File: src/rtl/axis_rr_arbiter.sv
// Packet-granular round-robin arbiter: NUM_PORTS AXI4-Stream masters share one sink through a
// registered output slice. A grant lasts from a packet's first beat to its TLAST beat.
module axis_rr_arbiter #(
  parameter int NUM_PORTS          = 4,
  parameter int C_AXIS_TDATA_WIDTH = 32,
  parameter int TUSER_WIDTH        = 1
) (
  input  logic                                            axis_aclk,
  input  logic                                            axis_areset,
  input  logic [NUM_PORTS*C_AXIS_TDATA_WIDTH-1:0]         s_axis_tdata,
  input  logic [NUM_PORTS*(C_AXIS_TDATA_WIDTH/8)-1:0]     s_axis_tstrb,
  input  logic [NUM_PORTS*TUSER_WIDTH-1:0]                s_axis_tuser,
  input  logic [NUM_PORTS-1:0]                            s_axis_tlast,
  input  logic [NUM_PORTS-1:0]                            s_axis_tvalid,
  output logic [NUM_PORTS-1:0]                            s_axis_tready,
  input  logic [NUM_PORTS-1:0]                            port_enable,
  output logic [C_AXIS_TDATA_WIDTH-1:0]                   m00_axis_tdata,
  output logic [C_AXIS_TDATA_WIDTH/8-1:0]                 m00_axis_tstrb,
  output logic [TUSER_WIDTH-1:0]                          m00_axis_tuser,
  output logic                                            m00_axis_tlast,
  output logic                                            m00_axis_tvalid,
  input  logic                                            m00_axis_tready,
  output logic                                            grant_active,
  output logic [$clog2(NUM_PORTS)-1:0]                    grant_index
);

  localparam int GW = $clog2(NUM_PORTS);
  localparam int DW = C_AXIS_TDATA_WIDTH;
  localparam int SW = C_AXIS_TDATA_WIDTH / 8;
  localparam int UW = TUSER_WIDTH;

  typedef enum logic {IDLE, BUSY} state_e;

  typedef struct packed {
    logic [DW-1:0] data;
    logic [SW-1:0] strb;
    logic [UW-1:0] user;
    logic          last;
  } beat_t;

  state_e        state_q, state_d;
  logic [GW-1:0] last_grant_q, last_grant_d;
  logic [GW-1:0] grant_index_q, grant_index_d;
  beat_t         out_q, out_d;
  logic          out_valid_q, out_valid_d;

  logic                 out_ready;
  logic                 beat_xfer;
  logic [NUM_PORTS-1:0] req;
  logic [GW-1:0]        winner;
  logic                 winner_found;
  beat_t                sel_beat;
  logic                 sel_valid;
  logic [NUM_PORTS-1:0] grant_onehot;

  assign out_ready = m00_axis_tready | ~out_valid_q;
  assign req       = s_axis_tvalid & port_enable;

  // Rotating priority: the port just after the last packet's owner is searched first.
  always_comb begin
    winner       = '0;
    winner_found = 1'b0;
    for (int k = 1; k <= NUM_PORTS; k++) begin
      if (!winner_found && req[GW'((int'(last_grant_q) + k) % NUM_PORTS)]) begin
        winner       = GW'((int'(last_grant_q) + k) % NUM_PORTS);
        winner_found = 1'b1;
      end
    end
  end

  always_comb begin
    sel_beat     = '0;
    sel_valid    = 1'b0;
    grant_onehot = '0;
    for (int i = 0; i < NUM_PORTS; i++) begin
      if (grant_index_q == GW'(i)) begin
        sel_beat.data   = s_axis_tdata[i*DW +: DW];
        sel_beat.strb   = s_axis_tstrb[i*SW +: SW];
        sel_beat.user   = s_axis_tuser[i*UW +: UW];
        sel_beat.last   = s_axis_tlast[i];
        sel_valid       = s_axis_tvalid[i];
        grant_onehot[i] = 1'b1;
      end
    end
  end

  assign s_axis_tready = (state_q == BUSY && out_ready) ? grant_onehot : '0;

  always_comb begin
    // NOTE: every _d gets its hold value first so no path through this block can infer a latch.
    state_d       = state_q;
    last_grant_d  = last_grant_q;
    grant_index_d = grant_index_q;
    out_d         = out_q;
    out_valid_d   = out_valid_q;
    beat_xfer     = 1'b0;

    unique case (state_q)
      IDLE: begin
        if (winner_found) begin
          grant_index_d = winner;
          state_d       = BUSY;
        end
      end
      BUSY: begin
        // port_enable is deliberately not consulted here: an accepted packet always completes.
        beat_xfer = sel_valid & out_ready;
        if (beat_xfer && sel_beat.last) begin
          last_grant_d = grant_index_q;
          state_d      = IDLE;
        end
      end
      default: state_d = IDLE;
    endcase

    if (beat_xfer) begin
      out_d       = sel_beat;
      out_valid_d = 1'b1;
    end else if (out_ready) begin
      out_valid_d = 1'b0;
    end
  end

  // NOTE: state updates use non-blocking assignments so every flop samples pre-edge values.
  always_ff @(posedge axis_aclk or posedge axis_areset) begin
    if (axis_areset) begin
      state_q       <= IDLE;
      last_grant_q  <= GW'(NUM_PORTS - 1);
      grant_index_q <= '0;
      out_q         <= '0;
      out_valid_q   <= 1'b0;
    end else begin
      state_q       <= state_d;
      last_grant_q  <= last_grant_d;
      grant_index_q <= grant_index_d;
      out_q         <= out_d;
      out_valid_q   <= out_valid_d;
    end
  end

  assign m00_axis_tdata  = out_q.data;
  assign m00_axis_tstrb  = out_q.strb;
  assign m00_axis_tuser  = out_q.user;
  assign m00_axis_tlast  = out_q.last;
  assign m00_axis_tvalid = out_valid_q;
  assign grant_active    = (state_q == BUSY);
  assign grant_index     = grant_index_q;

endmodule

File: config.mk
export PLATFORM = sky130hd
export DESIGN_NAME = axis_rr_arbiter
export DESIGN_NICKNAME = d
export VERILOG_FILES = /design/src/rtl/axis_rr_arbiter.sv
export SDC_FILE = /design/constraint.sdc
export NUM_CORES = 1
export LEC_CHECK = 0
export ABC_AREA = 1
export CORE_ASPECT_RATIO = 1.25
export CORE_MARGIN = 2
export CORE_UTILIZATION = 25
export DETAILED_ROUTE_END_ITERATION = 8
export PLACE_DENSITY = 0.67
export SLEW_MARGIN = 20
export SYNTH_ARGS = -nofsm -noshare
export SYNTH_HDL_FRONTEND = slang
export SYNTH_SLANG_ARGS = --single-unit
File: constraint.sdc
create_clock -name axis_aclk -period 3.8 [get_ports axis_aclk]
set_clock_uncertainty 0.15 [all_clocks]
set_input_delay 0.76 -clock axis_aclk [delete_from_list [all_inputs] [get_ports axis_aclk]]
set_output_delay 0.76 -clock axis_aclk [all_outputs]
set_load 0.02 [all_outputs]
==> out/metrics.csv <==
stage,metric,value,unit
floorplanning,die span in y,125,µm
floorplanning,IO Count,209,
detailed_routing,total number of vias,3610,
hold_path,Hold Crit Start,m00_axis_tdata[4],
hold_path,Hold Path Class,reg -> reg,
power,Worst VDD drop,0.380,mV
floorplanning,std cell rows,44,
critical_path,worst path cell trace,"clkdlybuf4s50_1, inv_1, nand2_1, nand2_1, nor3_1, clkdlybuf4s50_1",
clocking,clock root cell,clkbuf_16,
critical_path,Crit Reg-Reg Startpoint,grant_index[1],
final_layout,Syn-to-layout area delta,77.8,%
timing,Final Setup Violations,0,
clocking,CTS tree,yes,
power,power per cell area,717,mW/mm²
final_layout,share of the core filled with cells,45.2,%
detailed_routing,wire length per cell,15.8,µm
synth,syn_nets,570,
final_layout,Filler cells,1186,
power,total power,3.75,mW
synth,dominant cells by area after synthesis,"dfrtp_1 36%, nand2_1 21%, a221oi_1 11%, nand3_1 9.2%, o21ai_1 3.4%",
critical_path,Critical Path Start,m00_axis_tready,
flow_run,Max-Cap Viols,0,
clocking,CTS Buf Count,5,
clocking,CTS Sinks,44,
clocking,Hold Buf Count CTS,0,
floorplanning,Die X,101,µm
synth,Yosys top cell area share,35.8,%
critical_path,Worst Reg-to-Reg Cells,9,
clocking,"CTS clk-pin slew, worst paths",0.06,ns
synth,average cell area after synthesis,7.22,µm²
global_route,vias in the first global route,3749,
critical_path,CP peak stage delay,0.63,ns
power,Pleak,2.27,nW
critical_path,Setup crit start kind,input port,
placement,Placer Congestion,0.890,
hold_path,WHS Endpoint,m00_axis_tdata[4],
floorplanning,core area,0.0116,mm²
placement,PortBufs,208,
timing,final hold slack,0.330,ns
timing,Final Hold Viols,0,
clocking,"Setup Fix Bufs, Post-CTS",0,
timing,Tcrit/Tclk final,84.7,%
detailed_routing,initial drt markers,134,
final_layout,nets,761,
critical_path,cell family with most CP delay,buffers and inverters,
timing,Rel. slew slack,39.3,%
detailed_routing,post-route ant nets,0,
critical_path,CP Data Arrival Time,2.31,ns
hold_path,worst hold stages,2,
final_layout,multi-input logic area,0.00159,mm²
timing,unrepaired setup endpoints after global routing,false,
detailed_routing,drt drc,0,
final_layout,Sequential Area,0.00110,mm²
timing,Worst-Margin Slew,0.910,ns
clocking,CTS Buffer Depth,2,
synth,cell taking the most area after synthesis,dfrtp_1,
final_layout,layout cells sized above 1,7.01,%
synth,post-synthesis register bit count,44,
critical_path,Critical R2R Capture,grant_active,
floorplanning,starting density of the core,25.4,%
synth,"Cell Area, Synth",0.00294,mm²
critical_path,Worst R2R Setup Slack,1.32,ns
detailed_routing,Routed WL,11.7,mm
global_route,pin count of the biggest net entering global routing,50,
critical_path,kind of critical path,in -> out,
critical_path,count of buffer and inverter cells on the critical path,3,
critical_path,CP Max Fanout,5,
placement,DP HPWL,8.79,mm
global_route,grt total ovfl,0,
clocking,htree depth,2,
synth,Ys Warns,0,
floorplanning,die area,0.0126,mm²
timing,Tmin final,3.22,ns
critical_path,Worst EP required,2.89,ns
global_route,initial antenna violation count,1,
global_route,first-pass GRT wire length,18.1,mm
clocking,post-cts resize count,0,
outcome,outcome,completed,
detailed_routing,First-pass DRT Iterations,4,
timing,Achievable Freq,311,MHz
synth,Syn Inst Count,407,
timing,max-slew violation count,0,
timing,Fin Setup TNS,0,ns
detailed_routing,Vias/cell,4.89,
global_route,Tot GR Track Use,17.9,%
synth,Netlist cell types,23,
clocking,Clock Latency Late Sink,0.28,ns
synth,post-synthesis sequential area ratio,37.5,%
critical_path,Crit-path slowest cell,clkdlybuf4s50_1,
critical_path,Worst setup EP type,output port,
-- metal layers --
| metal | share of wire [%] | GRT usage (%) | vias up |
|---|---|---|---|
| met2 | 51 | 32.8 | 147 |
| met3 | 6.5 | 3.30 | 12 |
| li1 | - | - | 1797 |
| met4 | 1.6 | 4.85 | 0 |
| met5 | 0 | 0 | - |
| met1 | 41 | 21.1 | 1654 |
-- flip-flops by register name (all words and copies together), names as in the netlist --
signal           flops
grant_active         1
grant_index          2
last_grant_q         2
m00_axis_tdata      32
m00_axis_tlast       1
m00_axis_tstrb       4
m00_axis_tuser       1
m00_axis_tvalid      1
-- cells by family after synthesis --
| logic type | share of synthesized area, % |
|---|---|
| AO/OA/AOI/OAI | 20.1 |
| flip-flops | 37.5 |
| buffers and inverters | 8.39 |
| AND/OR/NAND/NOR | 34.0 |
-- Yosys cell counts --
| library cell | number |
|---|---|
| o21ai_1 | 20 |
| clkbuf_1 | 11 |
| inv_1 | 9 |
| o211ai_2 | 1 |
| nand2_1 | 165 |
| nand3_1 | 54 |
| nor2_2 | 4 |
| nand4_1 | 5 |
| buf_4 | 1 |
| dfrtp_1 | 42 |
| buf_2 | 10 |
| o21ai_0 | 10 |
| a221oi_1 | 37 |
| buf_6 | 8 |
| nor2_4 | 1 |
| clkbuf_2 | 1 |
| nor3_1 | 2 |
| nand2_2 | 2 |
| o21a_1 | 1 |
| dfstp_2 | 2 |
| inv_2 | 5 |
| nor2_1 | 5 |
| o21ai_2 | 11 |
-- layout make-up --
cell class	count	share of cell area, %
diodes	1	0.0479
clock buffers	6	2.47
clock inverters	2	0.670
inverters	14	1.01
multi-input cells	318	30.5
flip-flops and latches	44	21.1
well taps	138	3.30
repair buffers	215	40.9
-- per-stage QoR --
stage / worst slack (ns) / instance area, µm² / instances
6_report: 0.582 / 5230 / 738
5_1_grt: 0.504 / 5220 / 737
4_1_cts: 0.564 / 5220 / 737
3_5_place_dp: 0.566 / 5060 / 729
3_3_place_gp: 0.559 / 5060 / 729
2_1_floorplan: 1.45 / 2940 / 407
-- cells in the final DEF, fill, tap and decap left out --
cell,synthesis,routed
clkdlybuf4s50_1,0,208
nand2_1,165,165
nand3_1,54,54
dfrtp_1,42,41
a221oi_1,37,37
o21ai_1,20,20
o21ai_2,11,11
o21ai_0,10,10
inv_1,9,8
buf_4,1,7
inv_2,5,6
nor2_1,5,5
nand4_1,5,5
clkbuf_16,0,5
nor2_2,4,3
nand2_2,2,2
nor2_4,1,2
nor3_1,2,2
dfstp_2,2,2
diode_2,0,1
o211ai_2,1,1
o21a_1,1,1
bufinv_16,0,1
clkbuf_1,11,1
clkinv_2,0,1
dfrtp_2,0,1
-- power breakdown --
part	internal (mW)	switching, mW
sequential	0.703	0.178
combinational	1.00	1.39
clock	0.309	0.167
-- how the worst max path moves through the flow --
stage / endpoint / slack [ns] / cells after the start
6_report: s_axis_tready[2] / 0.58 / 6
5_1_grt: s_axis_tready[2] / 0.50 / 6
4_1_cts: s_axis_tready[1] / 0.56 / 6
3_5_place_dp: s_axis_tready[1] / 0.57 / 6
3_3_place_gp: s_axis_tready[2] / 0.56 / 6
2_1_floorplan: s_axis_tready[1] / 1.45 / 4
-- worst min-delay path: stages (launching register included) --
cell	delay [ns]
dfrtp_1	0.34
nand2_1	0.06
o21ai_2	0.05
Power figures use the tool's default switching activity.
